==> config.mk <==
export PLATFORM = sky130hd
export DESIGN_NAME = alu_op_sequencer
export DESIGN_NICKNAME = d
export VERILOG_FILES = /design/src/rtl/alu_pkg.sv /design/src/rtl/alu_prog_ram.sv /design/src/rtl/alu_op_sequencer.sv
export SDC_FILE = /design/constraint.sdc
export NUM_CORES = 1
export LEC_CHECK = 0
export ABC_AREA = 0
export CORE_ASPECT_RATIO = 0.7
export CORE_MARGIN = 5
export CORE_UTILIZATION = 34
export DETAILED_ROUTE_END_ITERATION = 8
export PLACE_DENSITY = 0.52
export SETUP_SLACK_MARGIN = 0.5
export SKIP_CTS_REPAIR_TIMING = 1
export SLEW_MARGIN = 20
export SYNTH_ARGS = -nofsm -noshare
export SYNTH_HDL_FRONTEND = slang
export SYNTH_SLANG_ARGS = --single-unit
==> constraint.sdc <==
create_clock -name clk -period 10.2 [get_ports clk]
set_clock_uncertainty 0.05 [all_clocks]
set_input_delay 2.04 -clock clk [delete_from_list [all_inputs] [get_ports clk]]
set_output_delay 2.04 -clock clk [all_outputs]
set_load 0.05 [all_outputs]
==> src/rtl/alu_pkg.sv <==
`default_nettype none
// ============================================================================
// Module   : alu_pkg
// Brief    : Shared opcodes, FSM encoding and helpers for the ALU sequencer.
// Revision : 1.0 - initial release
// ============================================================================
package alu_pkg;

  localparam int DATA_W_DEF = 32;

  typedef enum logic [2:0] {
    ALU_AND = 3'b000,
    ALU_OR  = 3'b001,
    ALU_NOP = 3'b111
  } alu_op_e;

  localparam logic [1:0] ST_IDLE = 2'd0;
  localparam logic [1:0] ST_RUN  = 2'd1;
  localparam logic [1:0] ST_DONE = 2'd2;

  // Requested op counts beyond the table depth run the whole table once.
  function automatic int clamp_ops(input int n, input int depth);
    return (n > depth) ? depth : n;
  endfunction

endpackage
`default_nettype wire

==> src/rtl/alu_prog_ram.sv <==
`default_nettype none
// ============================================================================
// Module   : alu_prog_ram
// Brief    : Program table, one write port, asynchronous read, no reset.
// Revision : 1.0 - initial release
// ============================================================================
module alu_prog_ram
  import alu_pkg::*;
#(
  parameter int WIDTH  = 2 * DATA_W_DEF + 3,
  parameter int DEPTH  = 8,
  parameter int ADDR_W = 3
) (
  input  logic              clk,
  input  logic              we,
  input  logic [ADDR_W-1:0] waddr,
  input  logic [WIDTH-1:0]  wdata,
  input  logic [ADDR_W-1:0] raddr,
  output logic [WIDTH-1:0]  rdata
);

  logic [WIDTH-1:0] r_mem [DEPTH];

  always_ff @(posedge clk) begin
    if (we) begin
      r_mem[waddr] <= wdata;
    end
  end

  assign rdata = r_mem[raddr];

endmodule
`default_nettype wire

==> src/rtl/alu_op_sequencer.sv <==
`default_nettype none
// ============================================================================
// Module   : alu_op_sequencer
// Brief    : Issues stored operand/opcode entries to a registered ALU and
//            captures each result and zero flag into a result buffer.
// Revision : 1.0 - initial release
// ============================================================================
module alu_op_sequencer
  import alu_pkg::*;
#(
  parameter int         DATA_W  = DATA_W_DEF,
  parameter int         DEPTH   = 8,
  parameter int         ADDR_W  = 3,
  parameter int         ALU_LAT = 1,
  parameter logic [2:0] NOP_SEL = ALU_NOP
) (
  input  logic              clk,
  input  logic              rst_n,
  input  logic              i_b_start,
  input  logic [ADDR_W:0]   i_u4_num_ops,
  input  logic              i_b_prog_we,
  input  logic [ADDR_W-1:0] i_u3_prog_addr,
  input  logic [DATA_W-1:0] i_ul_prog_a,
  input  logic [DATA_W-1:0] i_ul_prog_b,
  input  logic [2:0]        i_u3_prog_sel,
  input  logic [ADDR_W-1:0] i_u3_rd_addr,
  output logic [DATA_W-1:0] o_ul_rd_r,
  output logic              o_b_rd_z,
  output logic [DATA_W-1:0] o_ul_a,
  output logic [DATA_W-1:0] o_ul_b,
  output logic [2:0]        o_u3_sel,
  input  logic [DATA_W-1:0] i_ul_r,
  input  logic              i_bi_zflag,
  output logic              o_b_busy,
  output logic              o_b_done,
  output logic [ADDR_W:0]   o_u4_zcount
);

  localparam int         ENTRY_W = 2 * DATA_W + 3;
  localparam int         NUM_W   = ADDR_W + 1;
  localparam logic [3:0] C_LAT   = 4'(ALU_LAT);

  if (ALU_LAT < 1 || ALU_LAT > 15) begin : g_bad_lat
    $error("alu_op_sequencer: ALU_LAT must be in 1..15");
  end

  logic [1:0]        r_state;
  logic [ADDR_W-1:0] r_k;
  logic [NUM_W-1:0]  r_num;
  logic [3:0]        r_cnt;
  logic [NUM_W-1:0]  r_zcount;
  logic [DATA_W-1:0] r_a;
  logic [DATA_W-1:0] r_b;
  logic [2:0]        r_sel;
  logic [DATA_W-1:0] r_res [DEPTH];
  logic [DEPTH-1:0]  r_z;

  logic [ENTRY_W-1:0] w_wdata;
  logic [ENTRY_W-1:0] w_entry;
  logic [ADDR_W-1:0]  w_raddr;
  logic [DATA_W-1:0]  w_ent_a;
  logic [DATA_W-1:0]  w_ent_b;
  logic [2:0]         w_ent_sel;
  logic [NUM_W-1:0]   w_num;
  logic               w_prog_we;
  logic               w_capture;
  logic               w_last;

  // Table is frozen while a run is in flight.
  assign w_prog_we = i_b_prog_we && (r_state == ST_IDLE);
  assign w_wdata   = {i_ul_prog_a, i_ul_prog_b, i_u3_prog_sel};

  // Idle presents entry 0 for the launch; a run looks one entry ahead.
  assign w_raddr = (r_state == ST_RUN) ? r_k + 1'b1 : '0;

  alu_prog_ram #(
    .WIDTH  (ENTRY_W),
    .DEPTH  (DEPTH),
    .ADDR_W (ADDR_W)
  ) u_prog_ram (
    .clk   (clk),
    .we    (w_prog_we),
    .waddr (i_u3_prog_addr),
    .wdata (w_wdata),
    .raddr (w_raddr),
    .rdata (w_entry)
  );

  assign w_ent_a   = w_entry[ENTRY_W-1 -: DATA_W];
  assign w_ent_b   = w_entry[3 +: DATA_W];
  assign w_ent_sel = w_entry[2:0];

  assign w_num     = NUM_W'(clamp_ops(int'(i_u4_num_ops), DEPTH));
  assign w_capture = (r_state == ST_RUN) && (r_cnt == '0);
  assign w_last    = ({1'b0, r_k} == (r_num - 1'b1));

  always_ff @(posedge clk or negedge rst_n) begin
    if (!rst_n) begin
      r_state  <= ST_IDLE;
      r_k      <= '0;
      r_num    <= '0;
      r_cnt    <= '0;
      r_zcount <= '0;
      r_a      <= '0;
      r_b      <= '0;
      r_sel    <= NOP_SEL;
    end else begin
      case (r_state)
        ST_IDLE: begin
          if (i_b_start) begin
            r_num    <= w_num;
            r_k      <= '0;
            r_zcount <= '0;
            if (w_num == '0) begin
              r_state <= ST_DONE;
            end else begin
              r_a     <= w_ent_a;
              r_b     <= w_ent_b;
              r_sel   <= w_ent_sel;
              r_cnt   <= C_LAT;
              r_state <= ST_RUN;
            end
          end
        end
        ST_RUN: begin
          if (r_cnt != '0) begin
            r_cnt <= r_cnt - 1'b1;
          end else begin
            r_zcount <= r_zcount + {{ADDR_W{1'b0}}, i_bi_zflag};
            if (w_last) begin
              r_a     <= '0;
              r_b     <= '0;
              r_sel   <= NOP_SEL;
              r_state <= ST_DONE;
            end else begin
              r_a   <= w_ent_a;
              r_b   <= w_ent_b;
              r_sel <= w_ent_sel;
              r_cnt <= C_LAT;
              r_k   <= r_k + 1'b1;
            end
          end
        end
        ST_DONE: begin
          r_state <= ST_IDLE;
        end
        default: begin
          r_state <= ST_IDLE;
        end
      endcase
    end
  end

  always_ff @(posedge clk or negedge rst_n) begin
    if (!rst_n) begin
      for (int i = 0; i < DEPTH; i++) begin
        r_res[i] <= '0;
      end
      r_z <= '0;
    end else if (w_capture) begin
      r_res[r_k] <= i_ul_r;
      r_z[r_k]   <= i_bi_zflag;
    end
  end

  assign o_ul_rd_r   = r_res[i_u3_rd_addr];
  assign o_b_rd_z    = r_z[i_u3_rd_addr];
  assign o_ul_a      = r_a;
  assign o_ul_b      = r_b;
  assign o_u3_sel    = r_sel;
  assign o_b_busy    = (r_state != ST_IDLE);
  assign o_b_done    = (r_state == ST_DONE);
  assign o_u4_zcount = r_zcount;

endmodule
`default_nettype wire

==> out/results.ini, run 1 <==
[route]
drc=0
dr_wl_met3_um=4500
dr_wl_met2_um=47200
wl_per_cell_um=24.1
vias_per_cell=5.22
top_layer=met5
wl_um=98400
wl_met1_um=44400
antenna_left=0
firstDrtPassIters=6
vias=21307
drtIter0Drc=1480

[finish]
layout-drive-gt1-share=0.248
instances_no_fill=4084
area_growth_pct=18.4
nNetsFinal=2692

[sta]
grt_setup_unrepaired=no
tightest_slew_ps=1140
slew_viol_final=0
fin_tns_setup_ps=0
finalCritPeriodShare=0.688
slew-limit-headroom=0.240
setup_viol=0
max_freq_ghz=0.143
layout_min_cycle_time_ps=7010
hold_viol_final=0

[clock_network]
cts_buffers=91
cts_sinks=884
ctsHtreeMaxLevel=3
max-clock-path-buffers=3
cts_tree=built
clkTransAtPathRegs_ps=60
clock-root-buffer=clkbuf_16
clock_latency_ps=670

[critical_path]
worstPathCellList=buf_4, buf_4, mux4_2, mux2_2, clkdlybuf4s50_1
cp_max_fo=40
path_class=in2out
reg2reg_depth=7
critPathSlowestCell=buf_4
critPathRequiredTime_ps=8110
cp-end-kind=output port
cp_data_arrival_time_ps=4920
critPathMaxStageDelay_ps=760
start_kind=primary input
cp_common_cell=buf_4

[logic_synthesis]
syn_area_um2=36600
synth.distinct_cells=53
synth_flop_cell=edfxtp_1
yosysTopAreaCellShare=0.440
ys_async_sr_fraction=0.394
netlist_instances=2388
avgSynthCellArea_um2=15.3
yosys.area.top_type=edfxtp_1
synth_edf_count=536
ys_warn_count=0
synth_area_leaders=edfxtp_1 44%, dfrtp_1 24%, mux2_2 11%, mux4_2 4.1%, o21ai_0 2.0%
yosysSeqAreaShare=0.678
postSynthNetCount=2508
synth_most_common_cell=edfxtp_1
synth_common_cells=536 x edfxtp_1, 352 x mux2_2, 345 x dfrtp_1
yosys_register_bits=884

[global_route]
grt_max_degree=165
antenna_found_initial=13
grt_pass1_vias=22684
track_usage=0.169
grt_pass1_wl_um=148000
grt_overflow=0

[floorplan]
die_w_um=402
die_y_um=284
start_util=0.343
row_count=100
die_area_um2=114000
ios=220
core_area_um2=107000

[pwr]
ir_worst_vdd_mv=0.183
power_density_nw_per_um2=314
leakagePower_uw=0.0154

[placed_design]
place.gp.congestion=0.723
hpwl_um=52400
portBuffers=219
placed_cells=3907

[status]
status=finished, final reports clean

[hold_path]
worstHoldPathType=reg2reg
hold_path_depth=2

[job]
maxCapViolCount=0

[power breakdown]
group / leakage [µW] / switching [µW] / internal, µW
clock network: 0.00155 / 1420 / 2030
logic: 0.00485 / 3200 / 1970
registers: 0.00904 / 430 / 4530
total: 0.0154 / 5050 / 8530
[per-layer routing]
metal | track usage | up-vias
li1 | - | 9539
met4 | 0.0481 | 4
met1 | 0.230 | 11124
met5 | 0 | -
met3 | 0.0294 | 141
met2 | 0.281 | 499
[metrics by stage]
step                      hold slack [ps]  power (µW)  setup slack [ps]  instance area [µm²]   util
after floorplan                       403        8460              2770                36600      -
after global placement                415       10100              3150                40200  0.377
after detailed placement              420       10200              3090                40200  0.377
after CTS                             434       13700              3090                43300  0.406
after global routing                  456       14300              2950                43300  0.406
final                                 425       13600              3190                43300  0.406
[state kept, by name, summed over array words and instances, names as in the netlist, 4 cells and up]
register / cells
r_cnt: 4
o_u4_zcount: 4
o_ul_b: 32
r_num: 4
u_prog_ram.r_mem: 536
o_ul_a: 32
r_res: 256
r_z: 8
[final cells by class]
class	count	area, µm²
Fill cell	9645	63300
Sequential cell	884	24800
Multi-Input combinational cell	1322	11000
Clock buffer	131	2660
Timing Repair Buffer	262	2520
Tap cell	1428	1790
Clock inverter	39	462
Inverter	11	46.3
Antenna cell	7	17.5
[cells by family after synthesis]
group                      after synthesis  synth area share
AOI/OAI and AO/OA                      490            0.0819
xor gates and xnor gates                 6           0.00144
adders and majority gates                6           0.00205
buffers and inverters                  182            0.0230
DFF                                    884             0.678
muxes                                  499             0.173
and+or+nand+nor                        321            0.0405
[cells in the final DEF (no fill, tap or decap), types with 3 or more instances in the layout]
| master | count |
|---|---|
| a211oi_1 | 64 |
| a21oi_1 | 135 |
| buf_4 | 43 |
| bufinv_16 | 8 |
| clkbuf_1 | 18 |
| clkbuf_16 | 93 |
| clkbuf_8 | 19 |
| clkdlybuf4s50_1 | 215 |
| clkinv_1 | 4 |
| clkinv_2 | 17 |
| clkinv_8 | 3 |
| dfrtp_1 | 344 |
| dfstp_2 | 3 |
| diode_2 | 7 |
| edfxtp_1 | 536 |
| ha_1 | 6 |
| inv_1 | 8 |
| inv_4 | 3 |
| mux2_1 | 3 |
| mux2_2 | 352 |
| mux2_4 | 10 |
| mux2i_1 | 67 |
| mux4_2 | 67 |
| nand2_1 | 75 |
| nand2b_1 | 6 |
| nand3_1 | 3 |
| nand4_2 | 4 |
| nor2_1 | 133 |
| nor2_4 | 7 |
| nor3_1 | 64 |
| nor4_4 | 4 |
| o21ai_0 | 145 |
| o22ai_1 | 65 |
| o2bb2ai_1 | 63 |
| o32a_1 | 3 |
| or3_1 | 6 |
| xor2_1 | 4 |
[path summary, 6_finish.rpt]
kind / from / to / slack (ps)
setup / recovery: i_u3_rd_addr[0] / o_ul_rd_r[1] / 3190
min in group asynchronous: rst_n / o_ul_a[21] / 1260
setup reg to reg: r_k[0] / o_ul_b[2] / 5940
hold reg to reg: o_ul_a[26] / o_ul_a[26] / 430
max in group asynchronous: rst_n / r_z[7] / 6670
hold / removal: o_ul_a[26] / o_ul_a[26] / 430
[critical path, delay by kind of cell]
kind | cells | cell delay, ps
buf+inv | 3 | 1910
mux | 2 | 900
Note: power is estimated with default switching activity, not from simulation.
==> run 2: changes to the inputs <==
==> constraint.sdc (replaced) <==
create_clock -name clk -period 7.2 [get_ports clk]
set_clock_uncertainty 0.05 [all_clocks]
set_input_delay 1.44 -clock clk [delete_from_list [all_inputs] [get_ports clk]]
set_output_delay 1.44 -clock clk [all_outputs]
set_load 0.05 [all_outputs]
==> out/results.ini, run 2 (synthesized netlist as in run 1, its figures left out) <==
[status]
status=finished, final reports clean

[clock_network]
max-clock-path-buffers=3
cts_buffers=91
cts_sinks=884
clkTransAtPathRegs_ps=60
ctsHtreeMaxLevel=3
clock-root-buffer=clkbuf_16
clock_latency_ps=690
cts_tree=built

[pwr]
leakagePower_uw=0.0155
p_seq_frac=0.364
sw_frac_of_total=0.375
internal_power_uw=12100
ir_worst_vdd_mv=0.315
power.switching_uw=7270
power_density_nw_per_um2=447
combinationalPowerShare=0.380
power.clock.fraction=0.256

[critical_path]
reg2reg_depth=7
cp_max_fo=37
path_class=in2out
cp_data_arrival_time_ps=3970
worstPathCellList=buf_4, buf_12, mux4_2, mux2_2, clkdlybuf4s50_1
r2r_start=r_k[0]
crit_family=buffers and inverters
critPathSlowestCell=clkdlybuf4s50_1
r2r_end=o_ul_a[9]
cp_num_buf_inv=3
start_kind=primary input
cp-end-kind=output port
r2r_slack_ps=2830
critPathRequiredTime_ps=5710
critPathMaxStageDelay_ps=720

[floorplan]
ios=220
start_util=0.343
core_area_um2=107000
die_w_um=402
row_count=100
die_y_um=284
die_area_um2=114000

[global_route]
grt_pass1_wl_um=151000
grt_max_degree=169
grt_overflow=0
grt_pass1_vias=22973
track_usage=0.174
antenna_found_initial=13

[hold_path]
hold_path_end=o_ul_a[28]
worstHoldPathType=reg2reg
min_from=o_ul_a[28]
hold_path_depth=2

[route]
drc=0
drtIter0Drc=1367
wl_um=101000
vias_per_cell=5.28
vias=21616
antenna_left=0
firstDrtPassIters=5
wl_per_cell_um=24.6

[placed_design]
place.gp.congestion=0.742
placed_cells=3914
hpwl_um=54500
portBuffers=219

[sta]
max_freq_ghz=0.183
grt_setup_unrepaired=no
finalCritPeriodShare=0.759
hold_viol_final=0
fin_tns_setup_ps=0
layout_min_cycle_time_ps=5460
hold_slack_ps=430
slew_viol_final=0
tightest_slew_ps=1160
setup_viol=0
slew-limit-headroom=0.229

[finish]
regMostFlops=u_prog_ram.r_mem
reg_top3=u_prog_ram.r_mem (536), r_res (256)
nNetsFinal=2699
final_util=0.407
instances_no_fill=4094
final_cell_mix=536 x edfxtp_1, 352 x mux2_2, 344 x dfrtp_1
area_growth_pct=18.7
layout-drive-gt1-share=0.248
largest_reg_flops=536
final_common_cell=edfxtp_1

[job]
maxCapViolCount=0

-- run 2: worst max-delay path by stage --
| stage | from | end | cells past startpoint |
|---|---|---|---|
| after floorplan | i_u3_prog_addr[0] | u_prog_ram.r_mem[2][0] | 2 |
| after CTS | i_u3_rd_addr[0] | o_ul_rd_r[6] | 5 |
| final | i_u3_rd_addr[0] | o_ul_rd_r[3] | 5 |
| after global routing | i_u3_rd_addr[0] | o_ul_rd_r[6] | 5 |
| after global placement | i_u3_rd_addr[0] | o_ul_rd_r[3] | 5 |
| after detailed placement | i_u3_rd_addr[0] | o_ul_rd_r[6] | 5 |
-- run 2: power groups by stage --
stage	Clock [µW]	Combinational, µW	Sequential [µW]
final	4970	7380	7060
after floorplan	0	4470	7520
after global placement	0	7300	7110
after CTS	5110	7470	7060
after global routing	5320	7930	7170
after detailed placement	0	7440	7140
-- run 2: per-layer routing --
layer  global-route usage  part of all wire
met3               0.0329             0.047
met4               0.0470             0.022
met1                0.239              0.45
met2                0.284              0.48
met5                    0           0.00055
-- run 2: area by class of cell --
cell class	count	area, µm²
fill	9730	63200
sequential	884	24800
multi-input combinational	1322	11000
timing repair buffer	269	2580
clock buffer	121	2500
tap	1428	1790
clock inverter	51	651
inverter	11	46.3
antenna	8	20.0
-- run 2: stage by stage --
stage / power [µW] / instance area, µm² / setup slack (ps)
2_1_floorplan: 12000 / 36600 / 2160
3_3_place_gp: 14400 / 40300 / 1680
3_5_place_dp: 14600 / 40300 / 1670
4_1_cts: 19600 / 43400 / 1670
5_1_grt: 20400 / 43400 / 1560
6_report: 19400 / 43400 / 1740
-- run 2: tightest hold or removal path, delay by kind of cell (launching register included) --
family / cells / cell delay [ps]
simple gates: 1 / 50
flops: 1 / 340
compound gates: 1 / 60
